--- src/rtl/uvmt_axis_st_pkt_tx_pkg.sv ---
// Shared types and constants for the AXI-Stream packet transmitter.
package uvmt_axis_st_pkt_tx_pkg;

    typedef enum logic [0:0] {
        StIdle,
        StSend
    } state_e;

    // Throttle LFSR: x^16+x^14+x^13+x^11+1, shifting left, taps on bits 15/13/12/10.
    localparam logic [15:0] LFSR_RESET = 16'hACE1;
    localparam logic [15:0] LFSR_TAPS  = 16'hB400;

    // tkeep of the final beat: lanes 0..r-1 with r = len % data_bytes, r = 0 meaning all lanes.
    // Supports up to 16 lanes; callers slice the low data_bytes bits.
    function automatic logic [15:0] final_keep(input int unsigned len,
                                               input int unsigned data_bytes);
        int unsigned r;
        logic [16:0] ones;
        r = len % data_bytes;
        if (r == 0) r = data_bytes;
        ones = (17'd1 << r) - 17'd1;
        return ones[15:0];
    endfunction

endpackage

--- src/rtl/uvmt_axis_st_lfsr16.sv ---
// Free-running 16-bit Fibonacci LFSR used to insert tvalid bubbles.
module uvmt_axis_st_lfsr16
    import uvmt_axis_st_pkt_tx_pkg::*;
(
    input  logic        clk,
    input  logic        reset_n,
    output logic [15:0] lfsr
);

    logic [15:0] lfsr_q;
    logic        feedback;

    assign feedback = ^(lfsr_q & LFSR_TAPS);
    assign lfsr     = lfsr_q;

    // Advance every cycle; synchronous reset to the seed value.
    always_ff @(posedge clk) begin
        if (!reset_n) lfsr_q <= LFSR_RESET;
        else          lfsr_q <= {lfsr_q[14:0], feedback};
    end

endmodule

--- src/rtl/uvmt_axis_st_pkt_tx.sv ---
// AXI-Stream packet transmitter: one command in, a deterministic byte pattern out
// (byte i = seed + i) with tkeep/tlast framing and full tready backpressure.
// Optional random bubbles before each beat when UVMT_AXIS_ST_PKT_TX_THROTTLE_EN is defined.
module uvmt_axis_st_pkt_tx
    import uvmt_axis_st_pkt_tx_pkg::*;
#(
    parameter int unsigned DATA_BYTES = 4,
    parameter int unsigned LEN_W      = 16,
    parameter int unsigned ID_W       = 8,
    parameter int unsigned DEST_W     = 4
) (
    input  logic                    clk,
    input  logic                    reset_n,
    input  logic                    cmd_valid,
    output logic                    cmd_ready,
    input  logic [LEN_W-1:0]        cmd_len,
    input  logic [7:0]              cmd_seed,
    input  logic [ID_W-1:0]         cmd_id,
    input  logic [DEST_W-1:0]       cmd_dest,
    output logic                    tvalid,
    input  logic                    tready,
    output logic [8*DATA_BYTES-1:0] tdata,
    output logic [DATA_BYTES-1:0]   tkeep,
    output logic [DATA_BYTES-1:0]   tstrb,
    output logic                    tlast,
    output logic [ID_W-1:0]         tid,
    output logic [DEST_W-1:0]       tdest,
    output logic                    busy,
    output logic                    done
);

    localparam logic [DATA_BYTES-1:0] KEEP_ALL = {DATA_BYTES{1'b1}};

    state_e                  state_q, state_d;
    logic                    rdy_q;
    logic [7:0]              seed_q, seed_d;
    logic [LEN_W-1:0]        len_q, len_d;
    logic [LEN_W-1:0]        off_q, off_d;
    logic [LEN_W-1:0]        beats_left_q, beats_left_d;
    logic                    tvalid_q, tvalid_d;
    logic [8*DATA_BYTES-1:0] tdata_q, tdata_d;
    logic [DATA_BYTES-1:0]   tkeep_q, tkeep_d;
    logic                    tlast_q, tlast_d;
    logic [ID_W-1:0]         tid_q, tid_d;
    logic [DEST_W-1:0]       tdest_q, tdest_d;
    logic                    done_q, done_d;

    logic [LEN_W-1:0]        beats;
    logic [LEN_W-1:0]        off_n;
    logic [LEN_W-1:0]        beats_left_n;
    logic [15:0]             fk_full;
    logic [DATA_BYTES-1:0]   keep_n;
    logic                    last_n;
    logic                    bubble;

`ifdef UVMT_AXIS_ST_PKT_TX_THROTTLE_EN
    logic [15:0] lfsr;

    uvmt_axis_st_lfsr16 u_lfsr (
        .clk     (clk),
        .reset_n (reset_n),
        .lfsr    (lfsr)
    );

    assign bubble = (lfsr[1:0] == 2'b00);
`else
    assign bubble = 1'b0;
`endif

    // Payload of a beat starting at byte offset off; unkept lanes are zero.
    function automatic logic [8*DATA_BYTES-1:0] beat_data(input logic [7:0]            seed,
                                                          input logic [LEN_W-1:0]      off,
                                                          input logic [DATA_BYTES-1:0] keep);
        logic [8*DATA_BYTES-1:0] d;
        logic [7:0]              base;
        d    = '0;
        base = seed + off[7:0];
        for (int j = 0; j < DATA_BYTES; j++) begin
            if (keep[j]) d[8*j +: 8] = base + 8'(j);
        end
        return d;
    endfunction

    assign cmd_ready = rdy_q && (state_q == StIdle);
    assign busy      = (state_q == StSend);
    assign done      = done_q;
    assign tvalid    = tvalid_q;
    assign tdata     = tdata_q;
    assign tkeep     = tkeep_q;
    assign tstrb     = tkeep_q;
    assign tlast     = tlast_q;
    assign tid       = tid_q;
    assign tdest     = tdest_q;

    // Next-state: command accept, beat preparation and advance on transfer.
    always_comb begin
        state_d      = state_q;
        seed_d       = seed_q;
        len_d        = len_q;
        off_d        = off_q;
        beats_left_d = beats_left_q;
        tvalid_d     = tvalid_q;
        tdata_d      = tdata_q;
        tkeep_d      = tkeep_q;
        tlast_d      = tlast_q;
        tid_d        = tid_q;
        tdest_d      = tdest_q;
        done_d       = 1'b0;
        beats        = LEN_W'(cmd_len / DATA_BYTES) + LEN_W'((cmd_len % DATA_BYTES) != 0);
        off_n        = '0;
        beats_left_n = '0;
        fk_full      = '0;
        keep_n       = KEEP_ALL;
        last_n       = 1'b0;

        unique case (state_q)
            StIdle: begin
                if (cmd_valid && cmd_ready) begin
                    seed_d  = cmd_seed;
                    len_d   = cmd_len;
                    tid_d   = cmd_id;
                    tdest_d = cmd_dest;
                    if (cmd_len == '0) begin
                        done_d = 1'b1;
                    end else begin
                        state_d      = StSend;
                        off_d        = '0;
                        beats_left_d = beats;
                        last_n       = (beats == LEN_W'(1));
                        fk_full      = final_keep(32'(cmd_len), DATA_BYTES);
                        keep_n       = last_n ? fk_full[DATA_BYTES-1:0] : KEEP_ALL;
                        tkeep_d      = keep_n;
                        tdata_d      = beat_data(cmd_seed, '0, keep_n);
                        tlast_d      = last_n;
                        tvalid_d     = !bubble;
                    end
                end
            end
            StSend: begin
                if (tvalid_q && tready) begin
                    if (tlast_q) begin
                        state_d  = StIdle;
                        tvalid_d = 1'b0;
                        tlast_d  = 1'b0;
                        done_d   = 1'b1;
                    end else begin
                        // Offset only advances on non-final beats, so it never wraps.
                        off_n        = off_q + LEN_W'(DATA_BYTES);
                        beats_left_n = beats_left_q - LEN_W'(1);
                        last_n       = (beats_left_n == LEN_W'(1));
                        fk_full      = final_keep(32'(len_q), DATA_BYTES);
                        keep_n       = last_n ? fk_full[DATA_BYTES-1:0] : KEEP_ALL;
                        off_d        = off_n;
                        beats_left_d = beats_left_n;
                        tkeep_d      = keep_n;
                        tdata_d      = beat_data(seed_q, off_n, keep_n);
                        tlast_d      = last_n;
                        tvalid_d     = !bubble;
                    end
                end else if (!tvalid_q) begin
                    // Beat is prepared but held back by a bubble; retry each cycle.
                    tvalid_d = !bubble;
                end
            end
            default: state_d = StIdle;
        endcase
    end

    // State and output registers with synchronous active-low reset.
    always_ff @(posedge clk) begin
        if (!reset_n) begin
            state_q      <= StIdle;
            rdy_q        <= 1'b0;
            seed_q       <= '0;
            len_q        <= '0;
            off_q        <= '0;
            beats_left_q <= '0;
            tvalid_q     <= 1'b0;
            tdata_q      <= '0;
            tkeep_q      <= '0;
            tlast_q      <= 1'b0;
            tid_q        <= '0;
            tdest_q      <= '0;
            done_q       <= 1'b0;
        end else begin
            state_q      <= state_d;
            rdy_q        <= 1'b1;
            seed_q       <= seed_d;
            len_q        <= len_d;
            off_q        <= off_d;
            beats_left_q <= beats_left_d;
            tvalid_q     <= tvalid_d;
            tdata_q      <= tdata_d;
            tkeep_q      <= tkeep_d;
            tlast_q      <= tlast_d;
            tid_q        <= tid_d;
            tdest_q      <= tdest_d;
            done_q       <= done_d;
        end
    end

endmodule

--- config.mk ---
export PLATFORM = sky130hd
export DESIGN_NAME = uvmt_axis_st_pkt_tx
export DESIGN_NICKNAME = d
export VERILOG_FILES = /design/src/rtl/uvmt_axis_st_pkt_tx_pkg.sv /design/src/rtl/uvmt_axis_st_lfsr16.sv /design/src/rtl/uvmt_axis_st_pkt_tx.sv
export SDC_FILE = /design/constraint.sdc
export NUM_CORES = 1
export LEC_CHECK = 0
export CORE_ASPECT_RATIO = 2
export CORE_MARGIN = 2
export CORE_UTILIZATION = 54
export CTS_CLUSTER_DIAMETER = 200
export DETAILED_ROUTE_END_ITERATION = 10
export PLACE_DENSITY = 0.92
export SLEW_MARGIN = 20
export SYNTH_ARGS = -nofsm -noshare
export SYNTH_HDL_FRONTEND = slang
export SYNTH_SLANG_ARGS = --single-unit
export TNS_END_PERCENT = 1
--- constraint.sdc ---
create_clock -name clk -period 4.01 [get_ports clk]
set_input_delay 0.6015 -clock clk [delete_from_list [all_inputs] [get_ports clk]]
set_output_delay 0.6015 -clock clk [all_outputs]
set_load 0.03 [all_outputs]
-- Word-level counts from Yosys, hierarchy flattened
Index checks and enable logic that the tools add are counted.
- latch bits: 0
- memory bits (writable): 0
- bits in registers: 95
- ROM bits: 0
- output and inout port bits: 57
- memories kept: 0
- word-level logic and storage cells: 102
- input bits: 40
- equality and inequality tests: 6
- reduce and logical (&&, ||, !) cells: 11
- $mul: 0
- shift-type cells: 2
- div/mod/pow operators: 0
- mux-type cells: 57
- $add $sub $neg: 12
- magnitude comparators: 0
- bitwise gates (word level): 1
- operators by type and width (operator ; number):
    $mux 32 ; 10
    $mux 16 ; 8
    $logic_not 32->1 ; 2
    $mux 8 ; 8
    $pmux 16 s2 ; 2
    $pmux 32 s2 ; 1
    $shl 1x32->4 const A ; 2
    $add 8x2->8 const B ; 4
    $reduce_bool 32->1 ; 1
    $mux 4 ; 6
    $add 16x3->16 const B ; 1
    $add 8x1->8 const B ; 2
    $eq 16x1->1 const B ; 1
    $logic_not 16->1 ; 1
    $sub 16x1->16 const B ; 1
    $add 14x1->15 ; 1
    $eq 15x1->1 const B ; 1
    $mux 1 ; 15
    $add 8x8->8 ; 1
    $pmux 1 s2 ; 4
    $pmux 4 s2 ; 1
    $sub 4x1->4 const B ; 2
    $mux 3 ; 2
    $ne 2x1->1 const B ; 2
    6 further kinds ; 10

-- Depth between registers and ports, before layout
Gate-level depths: netlist of run 1.
- depth in word-level cells: 12
- mapped depth: 13
- mapped depth without buffers: 12

-- Worst setup path after synthesis of run 1
No wires, ideal clock.
- path type: input to register
- start point: input cmd_len[1]
- end point: register tdata_q[0] (netlist: tdata[0])
- required time: 3.888 ns
- slack: 0.762 ns
- setup time: 0.122 ns
- arrival: 3.126 ns
- cell stages on the path: 13
- buffers on the path: 1
- path through: inv_1 ha_1 inv_1 ha_1 ha_1 clkbuf_1 or2_2 a2111oi_0 a21o_1 and3b_1 and4_1 a21oi_1 a221o_1
- cells in the longest elaborated chain, start to end: 12
- elaborated cells on any way between the ends: 18
- those cells by class: 2 x add/sub; 2 x eq/ne; 1 x shift; 9 x mux; 4 x reduce/logical
- ends and longest elaborated chain (item ; line ; source):
    start: declaration ; uvmt_axis_st_pkt_tx.sv:16 ; input logic [LEN_W-1:0] cmd_len,
    branches (longest 12 deep; another with $add 14x1->15) ; -- ;
    end signal: assignment ; uvmt_axis_st_pkt_tx.sv:193 ; tdata_q <= tdata_d;
    end: declaration ; uvmt_axis_st_pkt_tx.sv:41 ; logic [8*DATA_BYTES-1:0] tdata_q, tdata_d;
Several ways; the timed one is not identified. The select of a mux whose other input is x is not followed.
A chain may end at the register's enable or synchronous reset.

-- Final worst setup path of run 1
- start point: input cmd_len[0]
- end point: register tdata_q[1] (netlist: tdata[1])
The elaborated chain is that of the path after synthesis.

==> flow_summary_export.csv, run 1 <==
group,metric,value,unit
status,status,"finished, final reports clean",
worst_setup_path,rr_worst_depth,9,
worst_setup_path,path_max_fanout,9,
yosys,synth_flop_cell,"dfxtp_1",
yosys,yosysMostFrequentCell,"nand2_1",
cts,post_cts_buffers,0,
timing,finalCritPeriodShare,0.929,
worst_setup_path,startpoint_type,"input pin",
placed_design,dp_cells,905,
cells_and_area,syn_to_final_growth,23.8,%
cts,cts_resized,0,
global_route,grt_pass1_wl,28.1,mm
cells_and_area,stdcell_area,6900,um^2
worst_setup_path,r2r_setup_slack,0.75,ns
worst_setup_path,r2r_end,"tdata[1]",
yosys,yosys_warnings,0,
cts,root_buffer,"clkbuf_16",
hold_path,hold_end,"tdata[15]",
worst_setup_path,cp-end-kind,"register",
yosys,yosys-top-cells-area,"dfxtp_1 (31%), nand2_1 (6.7%), ha_1 (5.4%)",
timing,fin_skew,0.00855,ns
placed_design,placed_cell_area,6550,um^2
drt,firstDrtPassIters,5,
yosys,synthCells,719,
global_route,grt_pass1_vias,5662,
die,start_util,0.552,
power,leakagePower,2.61,nW
yosys,yosys.area.top_type,"dfxtp_1",
cts,clk_latency,0.35,ns
placed_design,io_buffers,96,
cells_and_area,fillers,819,
cells_and_area,final_nets,845,
timing,max_freq,269,MHz
cts,ctsHtreeMaxLevel,3,
cells_and_area,antenna_cells,0,
timing,fin_crit,3.72,ns
yosys,syn_nets,783,
timing,fin_ws,0.286,ns
yosys,netlist_area,5570,um^2
timing,whs,0.461,ns
yosys,synth-edff-count,0,
cts,cts_hold_buf,0,
hold_path,min_path_cells,2,
cells_and_area,final_core_util,0.684,
cts,tritoncts,"yes",
global_route,grtUsageTotal,0.326,
drt,drt_wl_total,17.7,mm
yosys,synth_top_area_share,0.305,
cells_and_area,fin_cells,921,
power,p_per_area,373,nW/um^2
cells_and_area,drive_gt1_frac,0.0598,
yosys,async_reset_ff_frac,0,
cts,cts_buffer_depth,2,
worst_setup_path,crit_type,"input pin to register",
placed_design,place_congestion,1.00,
timing,rsz0062_at_grt,"no",
yosys,synth_common_cells,"nand2_1 (100), dfxtp_1 (85), nor2_1 (53)",
worst_setup_path,worstPathRequired,4.24,ns
worst_setup_path,r2r_start,"beats_left_q[0]",
die,core,10100,um^2
cts,cts_sinks,85,
drt,ant_nets,0,
drt,drt_iter0_drc,518,
die,die_w,75.8,um
timing,tns,0,ns
drt,vias_per_cell,6.32,
power,peakVddDrop,0.000234,V
drt,vias,5822,
worst_setup_path,critPathArrivalTime,3.96,ns
cts,clkTransAtPathRegs,0.06,ns
worst_setup_path,startpoint,"cmd_len[0]",
hold_path,hold_class,"register to register",
timing,worst_slew_pin_slew,0.724,ns
drt,drc,0,
drt,routedWlPerCell,19.2,um
die,die_area,11200,um^2
global_route,antenna_found_initial,0,
placed_design,dp_hpwl,12.7,mm
timing,slew_violations,0,
die,fp.dieH,148,um
cts,cts_buffers,9,
die,rows,52,
global_route,grt_max_degree,62,
global_route,overflow,0,
timing,hold_violations,0,
yosys,avgSynthCellArea,7.75,um^2
yosys,synth_cell_types,77,
timing,finalSetupViolCount,0,
placed_design,dp_slack,0.0250,ns
yosys,seq_area_frac_synth,0.305,
die,io_pins,97,
power,fin_total_pwr,2.58,mW
yosys,ys_seq_elements,85,
hold_path,holdCritStartpoint,"tdata[15]",
flow_run,drv_cap,0,
timing,max_slew_margin,0.514,
==> layout make-up <==
type | instances | area, um^2 | area share
flip-flops and latches | 85 | 1700 | 0.247
clock buffers | 9 | 225 | 0.0326
well taps | 135 | 169 | 0.0245
inverters | 20 | 75.1 | 0.0109
repair buffers | 108 | 1060 | 0.153
clock inverters | 7 | 123 | 0.0178
multi-input cells | 557 | 3550 | 0.514
==> power by group <==
| group | leakage (nW) | switching (mW) | internal [mW] | total, mW |
|---|---|---|---|---|
| clock | 0.168 | 0.370 | 0.613 | 0.983 |
| combinational | 1.75 | 0.397 | 0.251 | 0.648 |
| sequential | 0.696 | 0.0497 | 0.895 | 0.945 |
| total | 2.61 | 0.817 | 1.76 | 2.58 |
==> state kept, by name (all words and copies together), names as in the netlist <==
name and count:
rdy_q 1, tkeep 4, seed_q 8, tdata 32, busy 1, tdest 4
beats_left_q 16, len_q 2, tlast 1, off_q 6, done 1, tvalid 1
tid 8
==> critical path: stages <==
cell	delay [ns]
clkdlybuf4s50_1	0.47
inv_1	0.12
ha_1	0.17
inv_1	0.09
ha_1	0.26
ha_1	0.30
or2_2	0.32
a2111oi_0	0.43
a21o_1	0.16
and3b_1	0.20
and4_1	0.27
a21oi_1	0.23
a221o_1	0.35
==> how the worst max path moves through the flow <==
stage / to / slack [ns]
finish: tdata[1] / 0.29
global route: tdata[2] / 0.16
CTS: tdata[1] / 0.35
detailed placement: tdata[22] / 0.03
global placement: tdata[5] / 0.19
floorplan: tdata[0] / 0.76
==> metal layers <==
layer	GRT usage	up-vias	wire [um]
met4	0.221	0	1200
met3	0.0627	108	1140
met1	0.346	2710	6050
li1	-	2672	-
met2	0.552	332	9320
met5	0	-	0
==> cell usage in the layout (no fill, tap or decap), types with 27 or more instances in the layout <==
cell / n
a21boi_0: 30
xnor2_1: 32
a21oi_1: 35
dfxtp_1: 84
nor2_1: 53
nand3_1: 45
xor2_1: 27
o21ai_0: 46
nand2_1: 100
clkdlybuf4s50_1: 95
==> cells by family after synthesis <==
family | count (synthesis) | synth area share
XOR/XNOR | 59 | 0.0927
flip-flops | 85 | 0.305
AND/OR/NAND/NOR | 288 | 0.259
AO/OA/AOI/OAI | 185 | 0.229
adder cells (fa/ha/maj) | 24 | 0.0539
buffers and inverters | 77 | 0.0579
multiplexers | 1 | 0.00180
(Power assumes the default switching activity.)
==> run 2: changes to the inputs <==
--- a/config.mk
+++ b/config.mk
@@ -10,6 +10,7 @@
 export CORE_UTILIZATION = 54
 export CTS_CLUSTER_DIAMETER = 200
 export DETAILED_ROUTE_END_ITERATION = 10
+export HOLD_SLACK_MARGIN = 0.06
 export PLACE_DENSITY = 0.92
 export SLEW_MARGIN = 20
 export SYNTH_ARGS = -nofsm -noshare
==> results of run 2 <==
The final DEF is identical to that of run 1; final timing and power are the same.
==> run 3: changes to the inputs <==
--- a/config.mk
+++ b/config.mk
@@ -11,6 +11,7 @@
 export CTS_CLUSTER_DIAMETER = 200
 export DETAILED_ROUTE_END_ITERATION = 10
 export HOLD_SLACK_MARGIN = 0.06
+export MAX_ROUTING_LAYER = met4
 export PLACE_DENSITY = 0.92
 export SLEW_MARGIN = 20
 export SYNTH_ARGS = -nofsm -noshare
==> run 3 against run 2 <==
Net effect: core utilization decreased by 0.62 points; sequential power about the same; clock skew down 0.0012 ns; first-iteration DRC count decreased by 17%; critical path depth unchanged; via count down 1.6%; die area is the same; flip-flop and latch count did not move; highest routed layer unchanged.
==> flow_summary_export.csv, run 3 (synthesis results as in run 1) <==
group,metric,value,unit
power,leakagePower,2.58,nW
power,switching_share,0.337,
global_route,antenna_found_initial,0,
timing,fin_ws,0.330,ns
worst_setup_path,critPathArrivalTime,3.91,ns
cts,clkTransAtPathRegs,0.06,ns
timing,finalCritPeriodShare,0.918,
cells_and_area,syn_to_final_growth,22.7,%
worst_setup_path,rr_worst_depth,9,
power,power_frac_clock,0.336,
power,p_int,1.59,mW
global_route,grt_max_degree,61,
timing,rsz0062_at_grt,"no",
cells_and_area,final_common_cell,"nand2_1",
cts,clk_latency,0.35,ns
die,io_pins,97,
drt,vias,5730,
power,power_switching,0.806,mW
cts,cts_hold_buf,0,
worst_setup_path,startpoint_type,"input pin",
cells_and_area,fin_cells,921,
placed_design,placed_cell_area,6550,um^2
worst_setup_path,critPathSlowestCell,"clkdlybuf4s50_1",
worst_setup_path,startpoint,"cmd_len[0]",
cts,tritoncts,"yes",
placed_design,dp_hpwl,12.5,mm
drt,routedWlPerCell,18.5,um
placed_design,dp_slack,0.0682,ns
power,power_frac_comb,0.269,
timing,fin_crit,3.68,ns
die,rows,52,
worst_setup_path,path_max_fanout,9,
cts,post_cts_buffers,0,
worst_setup_path,r2r_end,"tdata[5]",
global_route,overflow,0,
worst_setup_path,r2r_setup_slack,0.82,ns
worst_setup_path,crit_path_frequent_cell,"ha_1",
cts,cts_sinks,85,
status,status,"finished, final reports clean",
cells_and_area,largest_reg_flops,32,
global_route,grtUsageTotal,0.324,
global_route,grt_pass1_vias,5632,
power,peakVddDrop,0.000231,V
drt,drc,0,
cells_and_area,final_core_util,0.678,
worst_setup_path,r2r_start,"beats_left_q[0]",
timing,max_slew_margin,0.522,
cells_and_area,stdcell_area,6840,um^2
timing,slew_violations,0,
die,core,10100,um^2
worst_setup_path,endpoint,"tdata[5]",
worst_setup_path,crit_chain,"clkdlybuf4s50_1, inv_1, ha_1, inv_1, ha_1, ha_1, or2_2, a2111oi_0, a21o_1, and3b_1, and4_1, a21oi_1, a221o_1",
timing,whs,0.462,ns
worst_setup_path,cpPeakStageDelay,0.47,ns
hold_path,hold_class,"register to register",
drt,ant_nets,0,
placed_design,place_congestion,1.00,
power,fin_total_pwr,2.39,mW
placed_design,io_buffers,96,
cells_and_area,antenna_cells,0,
timing,max_freq,272,MHz
timing,fin_skew,0.00738,ns
worst_setup_path,cp-end-kind,"register",
timing,hold_violations,0,
timing,worst_slew_pin_slew,0.712,ns
timing,finalSetupViolCount,0,
drt,drt_wl_total,17.1,mm
die,fp.dieH,148,um
worst_setup_path,worstPathRequired,4.24,ns
cts,root_buffer,"clkbuf_16",
cts,ctsHtreeMaxLevel,3,
die,die_area,11200,um^2
cells_and_area,final_nets,845,
power,p_per_area,350,nW/um^2
flow_run,drv_cap,0,
cells_and_area,final_cell_mix,"nand2_1 (100), clkdlybuf4s50_1 (95), dfxtp_1 (84), nor2_1 (53), o21ai_0 (46)",
power,pwr-share-seq,0.395,
cells_and_area,drive_gt1_frac,0.0598,
die,die_w,75.8,um
drt,vias_per_cell,6.22,
drt,drt_iter0_drc,431,
cts,cts_buffers,9,
timing,tns,0,ns
cts,cts_buffer_depth,2,
global_route,grt_pass1_wl,27.4,mm
worst_setup_path,crit_type,"input pin to register",
cts,cts_resized,0,
drt,firstDrtPassIters,5,
die,start_util,0.552,
placed_design,dp_cells,905,
==> run 3: cell types whose count changed in the layout (fill, tap and decap cells not counted), sizes merged <==
| cell | change |
|---|---|
| bufinv | -3 |
| clkbuf | +1 |
| clkinv | +1 |
| clkinvlp | +1 |
==> run 3: layer usage <==
| metal | GRT usage | wire length [um] | vias up |
|---|---|---|---|
| met5 | - | 0 | - |
| met4 | 0.195 | 1030 | 0 |
| met1 | 0.343 | 5790 | 2628 |
| met3 | 0.0477 | 1100 | 97 |
| li1 | - | - | 2674 |
| met2 | 0.542 | 9130 | 331 |
==> run 3: critical path, delay by kind of cell <==
family,cells,cell delay (ns)
compound gates,4,1.13
fa+ha+maj,3,0.72
buf+inv,3,0.68
simple gates,3,0.79
==> run 3: final cells by class <==
class / instances / area (um^2)
Tap cell: 135 / 169
Clock inverter: 6 / 46.3
Timing Repair Buffer: 108 / 1060
Clock buffer: 10 / 239
Fill cell: 845 / 3250
Inverter: 20 / 75.1
Sequential cell: 85 / 1700
Multi-Input combinational cell: 557 / 3550
==> run 3: power by group through the flow <==
stage          sequential (mW)  clock (mW)  combinational (mW)
3_3_place_gp             0.959           0               0.614
2_1_floorplan             1.01           0               0.359
5_1_grt                  0.950       0.848               0.689
4_1_cts                  0.943       0.803               0.634
6_report                 0.945       0.804               0.643
3_5_place_dp             0.962           0               0.628
==> run 3: worst min-delay path by stage <==
stage | from | end | slack, ns | depth (start not counted)
2_1_floorplan | len_q[1] | len_q[1] | 0.44 | 2
3_3_place_gp | tdata[15] | tdata[15] | 0.45 | 2
3_5_place_dp | tdata[15] | tdata[15] | 0.45 | 2
4_1_cts | tdata[15] | tdata[15] | 0.46 | 2
5_1_grt | tid[2] | tid[2] | 0.49 | 2
6_report | tdata[15] | tdata[15] | 0.46 | 2
